## src/rtl/axi_io_pmp_pkg.sv

```systemverilog
`default_nettype none
// ============================================================================
// Module   : axi_io_pmp_pkg
// Purpose  : Shared constants and types for the IO-PMP AXI filter blocks.
// Revision : 1.0 - initial release
// ============================================================================
package axi_io_pmp_pkg;

    localparam logic [1:0] RESP_OKAY   = 2'b00;
    localparam logic [1:0] RESP_SLVERR = 2'b10;
    localparam logic [1:0] RESP_DECERR = 2'b11;

    // Physical address bits presented to the PMP checker
    localparam int PMP_LEN = 56;

    localparam int AXI_LEN_WIDTH = 8;

    typedef enum logic [1:0] {
        PASS  = 2'd0,
        DRAIN = 2'd1,
        ERR   = 2'd2
    } rd_filter_state_e;

endpackage : axi_io_pmp_pkg
`default_nettype wire

```

## src/rtl/axi_io_pmp_rd_filter_if.sv

```systemverilog
`default_nettype none
// ============================================================================
// Module   : axi_io_pmp_rd_filter_if
// Purpose  : AXI read-channel (AR + R) bundle used on both sides of the filter.
// Revision : 1.0 - initial release
// ============================================================================
interface axi_io_pmp_rd_filter_if #(
    parameter int DATA_WIDTH   = 64,
    parameter int ADDR_WIDTH   = 64,
    parameter int ID_WIDTH     = 8,
    parameter int ARUSER_WIDTH = 1,
    parameter int RUSER_WIDTH  = 1
);
    logic [ID_WIDTH-1:0]     arid;
    logic [ADDR_WIDTH-1:0]   araddr;
    logic [7:0]              arlen;
    logic [2:0]              arsize;
    logic [1:0]              arburst;
    logic                    arlock;
    logic [3:0]              arcache;
    logic [2:0]              arprot;
    logic [3:0]              arqos;
    logic [3:0]              arregion;
    logic [ARUSER_WIDTH-1:0] aruser;
    logic                    arvalid;
    logic                    arready;

    logic [ID_WIDTH-1:0]     rid;
    logic [DATA_WIDTH-1:0]   rdata;
    logic [1:0]              rresp;
    logic                    rlast;
    logic [RUSER_WIDTH-1:0]  ruser;
    logic                    rvalid;
    logic                    rready;

    modport master (
        output arid, araddr, arlen, arsize, arburst, arlock, arcache,
               arprot, arqos, arregion, aruser, arvalid, rready,
        input  arready, rid, rdata, rresp, rlast, ruser, rvalid
    );

    modport slave (
        input  arid, araddr, arlen, arsize, arburst, arlock, arcache,
               arprot, arqos, arregion, aruser, arvalid, rready,
        output arready, rid, rdata, rresp, rlast, ruser, rvalid
    );

endinterface : axi_io_pmp_rd_filter_if
`default_nettype wire

```

## src/rtl/axi_io_pmp_err_burst.sv

```systemverilog
`default_nettype none
// ============================================================================
// Module   : axi_io_pmp_err_burst
// Purpose  : Local DECERR response generator: captures id/len/user and emits
//            len+1 error beats (or a single beat when len is tied to 0).
// Revision : 1.0 - initial release
// ============================================================================
module axi_io_pmp_err_burst
    import axi_io_pmp_pkg::*;
#(
    parameter int ID_WIDTH   = 8,
    parameter int USER_WIDTH = 1,
    parameter int DATA_WIDTH = 64,
    parameter int LEN_WIDTH  = AXI_LEN_WIDTH
) (
    input  wire logic                  clk,
    input  wire logic                  rst,
    input  wire logic                  i_load,
    input  wire logic [ID_WIDTH-1:0]   i_id,
    input  wire logic [LEN_WIDTH-1:0]  i_len,
    input  wire logic [USER_WIDTH-1:0] i_user,
    input  wire logic                  i_active,
    input  wire logic                  i_ready,
    output logic                       o_valid,
    output logic [ID_WIDTH-1:0]        o_id,
    output logic [DATA_WIDTH-1:0]      o_data,
    output logic [1:0]                 o_resp,
    output logic                       o_last,
    output logic [USER_WIDTH-1:0]      o_user,
    output logic                       o_done
);

    logic [LEN_WIDTH-1:0]  r_beat;
    logic [LEN_WIDTH-1:0]  r_len;
    logic [ID_WIDTH-1:0]   r_id;
    logic [USER_WIDTH-1:0] r_user;
    logic                  w_hs;

    assign o_valid = i_active;
    assign o_id    = r_id;
    assign o_data  = '0;
    assign o_resp  = RESP_DECERR;
    assign o_last  = (r_beat == r_len);
    assign o_user  = r_user;
    assign w_hs    = i_active && i_ready;
    assign o_done  = w_hs && o_last;

    always_ff @(posedge clk) begin
        if (rst) begin
            r_beat <= '0;
            r_len  <= '0;
            r_id   <= '0;
            r_user <= '0;
        end else begin
            if (i_load) begin
                r_id   <= i_id;
                r_len  <= i_len;
                r_user <= i_user;
            end
            // Clearing on the last beat also covers len=255 wrapping to 0
            if (w_hs) begin
                r_beat <= o_last ? '0 : r_beat + 1'b1;
            end
        end
    end

endmodule : axi_io_pmp_err_burst
`default_nettype wire

```

## src/rtl/axi_io_pmp_rd_filter.sv

```systemverilog
`default_nettype none
// ============================================================================
// Module   : axi_io_pmp_rd_filter
// Purpose  : IO-PMP read enforcement: forwards allowed ARs, answers denied
//            ARs locally with an in-order DECERR burst.
// Revision : 1.0 - initial release
// ============================================================================
module axi_io_pmp_rd_filter
    import axi_io_pmp_pkg::*;
#(
    parameter int DATA_WIDTH      = 64,
    parameter int ADDR_WIDTH      = 64,
    parameter int ID_WIDTH        = 8,
    parameter int ARUSER_WIDTH    = 1,
    parameter int RUSER_WIDTH     = 1,
    parameter int PLEN            = PMP_LEN,
    parameter int MAX_OUTSTANDING = 8,
    localparam int CNT_W          = $clog2(MAX_OUTSTANDING + 1)
) (
    input  wire logic               clk,
    input  wire logic               rst,
    axi_io_pmp_rd_filter_if.slave   s_axi,
    axi_io_pmp_rd_filter_if.master  m_axi,
    output logic [PLEN-1:0]         pmp_addr_o,
    input  wire logic               pmp_allow_i,
    output logic [CNT_W-1:0]        outstanding_o
);

    localparam logic [CNT_W-1:0] c_max_outstanding = CNT_W'(MAX_OUTSTANDING);

    rd_filter_state_e r_state;
    rd_filter_state_e w_state_nxt;
    logic [CNT_W-1:0] r_cnt;

    logic w_room;
    logic w_s_arready;
    logic w_m_arvalid;
    logic w_s_rvalid;
    logic w_m_rready;
    logic w_err_load;
    logic w_err_sel;
    logic w_ar_hs;
    logic w_r_last_hs;

    logic                   w_eb_valid;
    logic [ID_WIDTH-1:0]    w_eb_id;
    logic [DATA_WIDTH-1:0]  w_eb_data;
    logic [1:0]             w_eb_resp;
    logic                   w_eb_last;
    logic [RUSER_WIDTH-1:0] w_eb_user;
    logic                   w_eb_done;

    assign w_room    = (r_cnt < c_max_outstanding);
    assign w_err_sel = (r_state == ERR);

    // AR payload is a zero-latency pass-through; only valid/ready are gated
    assign pmp_addr_o      = s_axi.araddr[PLEN-1:0];
    assign m_axi.arid      = s_axi.arid;
    assign m_axi.araddr    = s_axi.araddr;
    assign m_axi.arlen     = s_axi.arlen;
    assign m_axi.arsize    = s_axi.arsize;
    assign m_axi.arburst   = s_axi.arburst;
    assign m_axi.arlock    = s_axi.arlock;
    assign m_axi.arcache   = s_axi.arcache;
    assign m_axi.arprot    = s_axi.arprot;
    assign m_axi.arqos     = s_axi.arqos;
    assign m_axi.arregion  = s_axi.arregion;
    assign m_axi.aruser    = s_axi.aruser;
    assign m_axi.arvalid   = w_m_arvalid;
    assign s_axi.arready   = w_s_arready;

    assign s_axi.rid    = w_err_sel ? w_eb_id   : m_axi.rid;
    assign s_axi.rdata  = w_err_sel ? w_eb_data : m_axi.rdata;
    assign s_axi.rresp  = w_err_sel ? w_eb_resp : m_axi.rresp;
    assign s_axi.rlast  = w_err_sel ? w_eb_last : m_axi.rlast;
    assign s_axi.ruser  = w_err_sel ? w_eb_user : m_axi.ruser;
    assign s_axi.rvalid = w_s_rvalid;
    assign m_axi.rready = w_m_rready;

    assign outstanding_o = r_cnt;

    axi_io_pmp_err_burst #(
        .ID_WIDTH   (ID_WIDTH),
        .USER_WIDTH (RUSER_WIDTH),
        .DATA_WIDTH (DATA_WIDTH),
        .LEN_WIDTH  (AXI_LEN_WIDTH)
    ) u_err_burst (
        .clk      (clk),
        .rst      (rst),
        .i_load   (w_err_load),
        .i_id     (s_axi.arid),
        .i_len    (s_axi.arlen),
        .i_user   (RUSER_WIDTH'(s_axi.aruser)),
        .i_active (w_err_sel),
        .i_ready  (s_axi.rready),
        .o_valid  (w_eb_valid),
        .o_id     (w_eb_id),
        .o_data   (w_eb_data),
        .o_resp   (w_eb_resp),
        .o_last   (w_eb_last),
        .o_user   (w_eb_user),
        .o_done   (w_eb_done)
    );

    always_ff @(posedge clk) begin
        if (rst) begin
            r_state <= PASS;
        end else begin
            r_state <= w_state_nxt;
        end
    end

    always_comb begin
        w_state_nxt = r_state;
        w_s_arready = 1'b0;
        w_m_arvalid = 1'b0;
        w_s_rvalid  = m_axi.rvalid;
        w_m_rready  = s_axi.rready;
        w_err_load  = 1'b0;

        unique case (r_state)
            PASS: begin
                if (pmp_allow_i) begin
                    w_m_arvalid = s_axi.arvalid && w_room;
                    w_s_arready = m_axi.arready && w_room;
                end else begin
                    // Denied ARs are always absorbed in one cycle
                    w_s_arready = 1'b1;
                    if (s_axi.arvalid) begin
                        w_err_load  = 1'b1;
                        w_state_nxt = (r_cnt == '0) ? ERR : DRAIN;
                    end
                end
            end
            DRAIN: begin
                // Earlier forwarded reads must finish before error beats start
                if (r_cnt == '0) begin
                    w_state_nxt = ERR;
                end
            end
            ERR: begin
                w_s_rvalid = w_eb_valid;
                w_m_rready = 1'b0;
                if (w_eb_done) begin
                    w_state_nxt = PASS;
                end
            end
            default: begin
                w_state_nxt = PASS;
            end
        endcase

        if (rst) begin
            w_s_arready = 1'b0;
            w_m_arvalid = 1'b0;
            w_s_rvalid  = 1'b0;
            w_m_rready  = 1'b0;
            w_err_load  = 1'b0;
        end
    end

    assign w_ar_hs     = w_m_arvalid && m_axi.arready;
    assign w_r_last_hs = m_axi.rvalid && w_m_rready && m_axi.rlast;

    always_ff @(posedge clk) begin
        if (rst) begin
            r_cnt <= '0;
        end else begin
            unique case ({w_ar_hs, w_r_last_hs})
                2'b10: r_cnt <= r_cnt + 1'b1;
                2'b01: r_cnt <= (r_cnt == '0) ? '0 : r_cnt - 1'b1;
                default: r_cnt <= r_cnt;
            endcase
        end
    end

    a_no_orphan_rlast: assert property (@(posedge clk) disable iff (rst)
        !(w_r_last_hs && (r_cnt == '0)));

endmodule : axi_io_pmp_rd_filter
`default_nettype wire

```

## src/flat_wrapper.sv

```systemverilog
// flat-port wrapper written by rule: the top's interface ports become plain ports
module axi_io_pmp_rd_filter_flat import axi_io_pmp_pkg::*;
#(
    parameter int DATA_WIDTH      = 64,
    parameter int ADDR_WIDTH      = 64,
    parameter int ID_WIDTH        = 8,
    parameter int ARUSER_WIDTH    = 1,
    parameter int RUSER_WIDTH     = 1,
    parameter int PLEN            = PMP_LEN,
    parameter int MAX_OUTSTANDING = 8,
    localparam int CNT_W          = $clog2(MAX_OUTSTANDING + 1)
)
  (clk, rst, pmp_addr_o, pmp_allow_i, outstanding_o, s_axi_arid, s_axi_araddr, s_axi_arlen, s_axi_arsize, s_axi_arburst, s_axi_arlock, s_axi_arcache, s_axi_arprot, s_axi_arqos, s_axi_arregion, s_axi_aruser, s_axi_arvalid, s_axi_rready, s_axi_arready, s_axi_rid, s_axi_rdata, s_axi_rresp, s_axi_rlast, s_axi_ruser, s_axi_rvalid, m_axi_arid, m_axi_araddr, m_axi_arlen, m_axi_arsize, m_axi_arburst, m_axi_arlock, m_axi_arcache, m_axi_arprot, m_axi_arqos, m_axi_arregion, m_axi_aruser, m_axi_arvalid, m_axi_rready, m_axi_arready, m_axi_rid, m_axi_rdata, m_axi_rresp, m_axi_rlast, m_axi_ruser, m_axi_rvalid);
  axi_io_pmp_rd_filter_if #(.DATA_WIDTH(DATA_WIDTH), .ADDR_WIDTH(ADDR_WIDTH), .ID_WIDTH(ID_WIDTH), .ARUSER_WIDTH(ARUSER_WIDTH), .RUSER_WIDTH(RUSER_WIDTH)) s_axi_i ();
  axi_io_pmp_rd_filter_if #(.DATA_WIDTH(DATA_WIDTH), .ADDR_WIDTH(ADDR_WIDTH), .ID_WIDTH(ID_WIDTH), .ARUSER_WIDTH(ARUSER_WIDTH), .RUSER_WIDTH(RUSER_WIDTH)) m_axi_i ();
  input  wire logic clk;
  input  wire logic rst;
  output logic [PLEN-1:0] pmp_addr_o;
  input  wire logic pmp_allow_i;
  output logic [CNT_W-1:0] outstanding_o;
  input wire logic [$bits(s_axi_i.arid)-1:0] s_axi_arid;
  input wire logic [$bits(s_axi_i.araddr)-1:0] s_axi_araddr;
  input wire logic [$bits(s_axi_i.arlen)-1:0] s_axi_arlen;
  input wire logic [$bits(s_axi_i.arsize)-1:0] s_axi_arsize;
  input wire logic [$bits(s_axi_i.arburst)-1:0] s_axi_arburst;
  input wire logic [$bits(s_axi_i.arlock)-1:0] s_axi_arlock;
  input wire logic [$bits(s_axi_i.arcache)-1:0] s_axi_arcache;
  input wire logic [$bits(s_axi_i.arprot)-1:0] s_axi_arprot;
  input wire logic [$bits(s_axi_i.arqos)-1:0] s_axi_arqos;
  input wire logic [$bits(s_axi_i.arregion)-1:0] s_axi_arregion;
  input wire logic [$bits(s_axi_i.aruser)-1:0] s_axi_aruser;
  input wire logic [$bits(s_axi_i.arvalid)-1:0] s_axi_arvalid;
  input wire logic [$bits(s_axi_i.rready)-1:0] s_axi_rready;
  output wire logic [$bits(s_axi_i.arready)-1:0] s_axi_arready;
  output wire logic [$bits(s_axi_i.rid)-1:0] s_axi_rid;
  output wire logic [$bits(s_axi_i.rdata)-1:0] s_axi_rdata;
  output wire logic [$bits(s_axi_i.rresp)-1:0] s_axi_rresp;
  output wire logic [$bits(s_axi_i.rlast)-1:0] s_axi_rlast;
  output wire logic [$bits(s_axi_i.ruser)-1:0] s_axi_ruser;
  output wire logic [$bits(s_axi_i.rvalid)-1:0] s_axi_rvalid;
  output wire logic [$bits(m_axi_i.arid)-1:0] m_axi_arid;
  output wire logic [$bits(m_axi_i.araddr)-1:0] m_axi_araddr;
  output wire logic [$bits(m_axi_i.arlen)-1:0] m_axi_arlen;
  output wire logic [$bits(m_axi_i.arsize)-1:0] m_axi_arsize;
  output wire logic [$bits(m_axi_i.arburst)-1:0] m_axi_arburst;
  output wire logic [$bits(m_axi_i.arlock)-1:0] m_axi_arlock;
  output wire logic [$bits(m_axi_i.arcache)-1:0] m_axi_arcache;
  output wire logic [$bits(m_axi_i.arprot)-1:0] m_axi_arprot;
  output wire logic [$bits(m_axi_i.arqos)-1:0] m_axi_arqos;
  output wire logic [$bits(m_axi_i.arregion)-1:0] m_axi_arregion;
  output wire logic [$bits(m_axi_i.aruser)-1:0] m_axi_aruser;
  output wire logic [$bits(m_axi_i.arvalid)-1:0] m_axi_arvalid;
  output wire logic [$bits(m_axi_i.rready)-1:0] m_axi_rready;
  input wire logic [$bits(m_axi_i.arready)-1:0] m_axi_arready;
  input wire logic [$bits(m_axi_i.rid)-1:0] m_axi_rid;
  input wire logic [$bits(m_axi_i.rdata)-1:0] m_axi_rdata;
  input wire logic [$bits(m_axi_i.rresp)-1:0] m_axi_rresp;
  input wire logic [$bits(m_axi_i.rlast)-1:0] m_axi_rlast;
  input wire logic [$bits(m_axi_i.ruser)-1:0] m_axi_ruser;
  input wire logic [$bits(m_axi_i.rvalid)-1:0] m_axi_rvalid;
  assign s_axi_i.arid = s_axi_arid;
  assign s_axi_i.araddr = s_axi_araddr;
  assign s_axi_i.arlen = s_axi_arlen;
  assign s_axi_i.arsize = s_axi_arsize;
  assign s_axi_i.arburst = s_axi_arburst;
  assign s_axi_i.arlock = s_axi_arlock;
  assign s_axi_i.arcache = s_axi_arcache;
  assign s_axi_i.arprot = s_axi_arprot;
  assign s_axi_i.arqos = s_axi_arqos;
  assign s_axi_i.arregion = s_axi_arregion;
  assign s_axi_i.aruser = s_axi_aruser;
  assign s_axi_i.arvalid = s_axi_arvalid;
  assign s_axi_i.rready = s_axi_rready;
  assign s_axi_arready = s_axi_i.arready;
  assign s_axi_rid = s_axi_i.rid;
  assign s_axi_rdata = s_axi_i.rdata;
  assign s_axi_rresp = s_axi_i.rresp;
  assign s_axi_rlast = s_axi_i.rlast;
  assign s_axi_ruser = s_axi_i.ruser;
  assign s_axi_rvalid = s_axi_i.rvalid;
  assign m_axi_arid = m_axi_i.arid;
  assign m_axi_araddr = m_axi_i.araddr;
  assign m_axi_arlen = m_axi_i.arlen;
  assign m_axi_arsize = m_axi_i.arsize;
  assign m_axi_arburst = m_axi_i.arburst;
  assign m_axi_arlock = m_axi_i.arlock;
  assign m_axi_arcache = m_axi_i.arcache;
  assign m_axi_arprot = m_axi_i.arprot;
  assign m_axi_arqos = m_axi_i.arqos;
  assign m_axi_arregion = m_axi_i.arregion;
  assign m_axi_aruser = m_axi_i.aruser;
  assign m_axi_arvalid = m_axi_i.arvalid;
  assign m_axi_rready = m_axi_i.rready;
  assign m_axi_i.arready = m_axi_arready;
  assign m_axi_i.rid = m_axi_rid;
  assign m_axi_i.rdata = m_axi_rdata;
  assign m_axi_i.rresp = m_axi_rresp;
  assign m_axi_i.rlast = m_axi_rlast;
  assign m_axi_i.ruser = m_axi_ruser;
  assign m_axi_i.rvalid = m_axi_rvalid;
  axi_io_pmp_rd_filter #(.DATA_WIDTH(DATA_WIDTH), .ADDR_WIDTH(ADDR_WIDTH), .ID_WIDTH(ID_WIDTH), .ARUSER_WIDTH(ARUSER_WIDTH), .RUSER_WIDTH(RUSER_WIDTH), .PLEN(PLEN), .MAX_OUTSTANDING(MAX_OUTSTANDING)) u_core (.clk(clk), .rst(rst), .s_axi(s_axi_i), .m_axi(m_axi_i), .pmp_addr_o(pmp_addr_o), .pmp_allow_i(pmp_allow_i), .outstanding_o(outstanding_o));
endmodule
```

## config.mk

```make
export PLATFORM = sky130hd
export DESIGN_NAME = axi_io_pmp_rd_filter_flat
export DESIGN_NICKNAME = d
export VERILOG_FILES = /design/src/rtl/axi_io_pmp_pkg.sv /design/src/rtl/axi_io_pmp_rd_filter_if.sv /design/src/rtl/axi_io_pmp_err_burst.sv /design/src/rtl/axi_io_pmp_rd_filter.sv /design/src/flat_wrapper.sv
export SDC_FILE = /design/constraint.sdc
export NUM_CORES = 1
export LEC_CHECK = 0
export CAP_MARGIN = 5
export CORE_AREA = 5 5 163 165
export DETAILED_ROUTE_END_ITERATION = 8
export DIE_AREA = 0 0 168 170
export GPL_TIMING_DRIVEN = 0
export PLACE_DENSITY = 0.51
export SYNTH_ARGS = -nofsm -noshare
export SYNTH_HDL_FRONTEND = slang
export SYNTH_HIERARCHICAL = 1
export SYNTH_SLANG_ARGS = --single-unit
```

## constraint.sdc

```tcl
create_clock -name clk -period 4.42 [get_ports clk]
set_clock_uncertainty 0.1 [all_clocks]
set_input_delay 0.663 -clock clk [delete_from_list [all_inputs] [get_ports clk]]
set_output_delay 0.663 -clock clk [all_outputs]
set_load 0.02 [all_outputs]
```

* Word level (Yosys, flattened, before mapping) *
Index checks and enable logic that the tools add are counted.

word-level totals
  input port bits = 185
  bits in registers = 31

cells by class
  multiplexer cells = 28
  $add $sub $neg = 3
  equality and inequality tests = 9
  $lt $le $gt $ge = 1
  reductions and logical operators = 11

operator list
  cell                   number
  $mux W64               1
  $mux W1                16
  $mux W8                2
  $mux W2                6
  $add A8 B1 Y8 const B  1
  $eq A8 B8 Y1           1
  $pmux W4 S2            1
  $logic_and A1 B1 Y1    7
  $pmux W2 S3            1
  $add A4 B1 Y4 const B  1
  $eq A2 B1 Y1 const B   2
  $eq A2 B2 Y1 const B   2
  $logic_not A4 Y1       1
  $lt A4 B4 Y1 const B   1
  $mux W4                1
  $ne A2 B1 Y1 const B   2
  $ne A2 B2 Y1 const B   2
  $reduce_and A4 Y1      1
  $sub A4 B1 Y4 const B  1
  $logic_not A2 Y1       1
  $reduce_bool A2 Y1     1

* Depth between registers and ports, before layout *
  depth after elaboration = 8
  gate-level depth with buffers = 10
  depth with buffers taken out = 8

* Cells and area by module *
The synthesis kept the hierarchy.

by module, submodules not included
  module                cells each  instances  sequential area each (um2)  area an instance (um2)
  axi_io_pmp_rd_filter  463         1          120.1                       2643.8
  axi_io_pmp_err_burst  176         1          500.5                       1584.0

* Worst setup path before layout *
Ideal clock, no wire load.

  path kind = input -> register
  start = input rst
  end = register u_core.r_cnt[2] (netlist: u_core/outstanding_o[2])
  buffers on the path = 2
  library setup time = 70 ps
  stages on the path = 9
  arrival time = 2325 ps
  required time = 4250 ps
  slack = 1925 ps
  cells stage by stage = buf_6 -> or3_4 -> nor3_4 -> nand2_1 -> ha_1 -> buf_2 -> nand2b_1 -> a211o_1 -> a21oi_1

between the ends
  elaborated cells between the ends (all ways) = 9
  classes of those cells = eq/ne (2); mux (3); reduce/logical (4)

RTL lines
  what                                               line                         RTL
  start, declared                                    flat_wrapper.sv:17           input wire logic rst;
  $mux W1 *                                          axi_io_pmp_rd_filter.sv:153  if (rst) begin
  net m_axi_arvalid                                  flat_wrapper.sv:52           output wire logic [$bits(m_axi_i.arvalid)-1:0] m_axi_arvalid;
  $logic_and A1 B1 Y1 *                              axi_io_pmp_rd_filter.sv:162  assign w_ar_hs = w_m_arvalid && m_axi.arready;
  $eq A2 B1 Y1 or $eq A2 B2 Y1 (tied branches)       axi_io_pmp_rd_filter.sv:169  unique case ({w_ar_hs, w_r_last_hs})
  $pmux W4 S2 or $reduce_bool A2 Y1 (tied branches)  -
  end signal, assigned                               axi_io_pmp_rd_filter.sv:170  2'b10: r_cnt <= r_cnt + 1'b1;
  end signal, assigned                               axi_io_pmp_rd_filter.sv:171  2'b01: r_cnt <= (r_cnt == '0) ? '0 : r_cnt - 1'b1;
  end signal, assigned                               axi_io_pmp_rd_filter.sv:172  default: r_cnt <= r_cnt;
  end, declared                                      axi_io_pmp_rd_filter.sv:33   logic [CNT_W-1:0] r_cnt;

The timed path passes the listed nets; every way through them passes the cells marked *.
A chain may end at the register's enable or synchronous reset.

* Final worst setup path *
  start = register u_core.r_state[0]
  end = output s_axi_rvalid

between the ends
  cells in the longest elaborated chain, start to end = 3

ends and longest elaborated chain
  what                    line                         RTL
  start, declared         axi_io_pmp_rd_filter.sv:31   rd_filter_state_e r_state;
  start signal, assigned  axi_io_pmp_rd_filter.sv:109  r_state <= w_state_nxt;
  $eq A2 B2 Y1            axi_io_pmp_rd_filter.sv:54   assign w_err_sel = (r_state == ERR);
  net u_core.w_err_sel    axi_io_pmp_rd_filter.sv:41   logic w_err_sel;
  $mux W1                 axi_io_pmp_rd_filter.sv:121  unique case (r_state)
  $mux W1                 axi_io_pmp_rd_filter.sv:153
  end, declared           flat_wrapper.sv:40           output wire logic [$bits(s_axi_i.rvalid)-1:0] s_axi_rvalid;

The timed path passes the listed nets, and every way through them passes these cells.

==> results.py <==
metrics = {
    "worst_hold_path": {
        "hold_class": "reg -> reg",
    },
    "critical_path": {
        "cp_slowest_cell": "clkdlybuf4s50_1",
        "max_stage_delay_ns": 0.63,
        "worstPathCellList": "nand2b_1 > buf_6 > inv_4 > buf_2 > buf_4 > nand2_1 > a21oi_1 > clkdlybuf4s50_1",
        "cp_max_fo": 13,
        "required_ns": 3.66,
        "crit_type": "reg -> out",
        "worstSetupStartpointType": "register",
        "crit_path_end_kind": "output port",
        "worstPathArrival_ns": 2.37,
    },
    "detailed_routing": {
        "ant_nets": 0,
        "drc": 0,
        "viasPerCell": 3.44,
        "firstDrtPassIters": 4,
        "initialDrtViolationCount": 95,
        "wire_per_inst_microns": 13.7,
        "num_vias": 4743,
        "drt_wl_total_microns": 19000,
    },
    "placed_design": {
        "routabilityCongestion": 0.745,
        "io_buffer_count": 340,
        "dp_hpwl_microns": 16600,
        "dpl_cell_area_sq_mm": 0.00828,
        "dp_slack_ns": 1.52,
        "dp_cells": 1373,
    },
    "clock_network": {
        "ctsHoldBuffers": 0,
        "clk_latency_ns": 0.27,
        "post-cts-setup-buffers": 0,
        "cts_resized": 0,
        "cts_buffers": 5,
        "clk_pin_slew_ns": 0.05,
        "cts_sinks": 31,
        "htreeDepth": 2,
        "cts_tree": "built",
        "root_buffer": "clkbuf_16",
        "clockBufferDepth": 2,
    },
    "finish": {
        "area_delta_synth_final_pct": 99.0,
        "stdcell_count": 1379,
        "nets": 1239,
        "diodes": 0,
        "final_util_pct": 33.8,
        "drive_gt1_share_pct": 24.9,
        "design_area_sq_mm": 0.00841,
    },
    "floorplanning": {
        "die_w_microns": 168,
        "rows": 58,
        "initial_core_util_pct": 17.0,
        "ios": 427,
        "coreArea_sq_mm": 0.0249,
        "die_h_microns": 170,
        "dieArea_sq_mm": 0.0286,
    },
    "power": {
        "switching_share_pct": 36.7,
        "pwr-share-clk_pct": 19.4,
        "power_frac_comb_pct": 62.3,
        "p_seq_share_pct": 18.2,
        "netSwitchingPower_uw": 598,
        "power_density_mw_per_mm2": 194,
        "ir_drop_uv": 137,
        "p_leak_nw": 3.98,
        "power_mw": 1.63,
        "power.internal_mw": 1.03,
    },
    "yosys": {
        "ys_ff_latch": 31,
        "synth_most_common_cell": "nand2_1",
        "synthArstFlopShare_pct": 0,
        "syn_area_sq_mm": 0.00423,
        "synth_area_leader_cell": "buf_4",
        "synth_cell_types": 36,
        "synthCells": 639,
        "synth_edf_count": 0,
        "ys_seq_area_share_pct": 14.7,
        "syn_area_per_cell_sq_um": 6.62,
        "synthFlopType": "dfxtp_1",
        "synth_area_leaders": "buf_4 (40%), nand2_1 (21%), dfxtp_1 (15%), mux2i_1 (4.5%), xnor2_1 (2.7%)",
        "synth_commonest_cells": "nand2_1 (235), buf_4 (228), dfxtp_1 (31)",
        "ys_warn_count": 6,
        "netlist.area_leader.share_pct": 40.5,
    },
    "sta": {
        "fmax_mhz": 319,
        "fin_ws_ns": 1.29,
        "whs_ns": 0.379,
        "period_needed_ns": 3.13,
        "rsz0062_at_grt": "no",
        "fin_crit_sh_pct": 70.9,
        "maxSlewViolCount": 0,
        "setup_tns_ns": 0,
        "hold_viol": 0,
        "setup_viol": 0,
    },
    "global_route": {
        "gr-usage-all-layers_pct": 12.0,
        "antenna_found_initial": 0,
        "grt_pass1_wl_microns": 27100,
        "first_global_vias": 4623,
        "grt_max_degree": 14,
        "grt_overflow": 0,
    },
    "flow_run": {
        "maxCapViolCount": 0,
    },
    "status": {
        "status": "completed",
    },
}
[critical path: cells and delay by family, from the launching register on]
family / cells / cell delay [ns]
AO/OA/AOI/OAI: 1 / 0.13
buffers and inverters: 5 / 1.44
AND/OR/NAND/NOR: 2 / 0.19
flip-flops: 1 / 0.32
[sequential cells by signal, indices dropped and copies added, names as in the netlist]
| signal | count |
|---|---|
| u_core/u_err_burst/o_user | 1 |
| u_core/u_err_burst/r_beat | 8 |
| u_core/r_state | 2 |
| u_core/u_err_burst/o_id | 8 |
| u_core/u_err_burst/r_len | 8 |
| u_core/outstanding_o | 4 |
[per-layer routing]
| layer | share of wire (%) | vias to the layer above | wire length, microns | GRT usage, % |
|---|---|---|---|---|
| met5 | 0 | - | 0 | 0 |
| met4 | 1.8 | 0 | 332 | 2.75 |
| met3 | 7.5 | 16 | 1430 | 2.95 |
| met2 | 52 | 190 | 9770 | 22.5 |
| met1 | 39 | 2024 | 7430 | 13.9 |
| li1 | - | 2513 | - | - |
[logic make-up after synthesis]
group                    count (synthesis)  synth area share [%]
AO/OA/AOI/OAI                           18                  2.72
XOR/XNOR                                15                  3.29
adder cells (fa/ha/maj)                  4                  1.18
buffers and inverters                  257                  44.7
flip-flops                              31                  14.7
multiplexers                            19                  4.50
other                                    2                 0.178
AND/OR/NAND/NOR                        293                  28.7
[placed cells by master, fill, tap and decap left out, types with 3 or more instances in the layout]
master,Yosys,final
buf_2,13,13
nand2_1,235,235
clkbuf_1,3,4
buf_4,228,228
nor2_1,22,22
ha_1,4,4
clkdlybuf4s50_1,0,340
inv_1,5,5
nor2b_1,3,3
nand2b_1,4,4
nand4_1,4,4
a21oi_1,6,6
o21ai_0,3,3
mux2i_1,19,19
nand3_1,4,4
xnor2_1,13,13
conb_1,2,66
dfxtp_1,31,31
clkbuf_16,0,5
buf_6,7,7
nor3_1,12,12
[power groups by stage]
stage / Combinational, mW / Clock, mW / Sequential, mW
floorplan: 0.543 / 0 / 0.302
CTS: 1.03 / 0.331 / 0.297
global route: 1.09 / 0.340 / 0.298
detailed placement: 1.03 / 0 / 0.303
global placement: 1.03 / 0 / 0.302
finish: 1.01 / 0.317 / 0.297
[worst paths after layout]
kind | startpoint | to | slack [ns] | cells past startpoint
worst max-delay path | u_core/r_state[0]$_SDFFE_PP0P_ | s_axi_rvalid | 1.29 | 8
worst min-delay path | u_core/r_state[1]$_SDFFE_PP0P_ | u_core/r_state[0]$_SDFFE_PP0P_ | 0.38 | 1
worst max register to register | u_core/r_state[0]$_SDFFE_PP0P_ | u_core/outstanding_o[2]$_SDFFE_PP0P_ | 2.27 | 10
worst min register to register | u_core/r_state[1]$_SDFFE_PP0P_ | u_core/r_state[0]$_SDFFE_PP0P_ | 0.38 | 1
[cell type report]
class | instances | area, sq um
sequential | 31 | 621
multi-input combinational | 415 | 1960
buffer | 251 | 1870
fill | 2700 | 16500
clock buffer | 6 | 129
timing repair buffer | 340 | 3400
tap | 330 | 413
inverter | 6 | 25.0
Power figures use the tool's default switching activity.
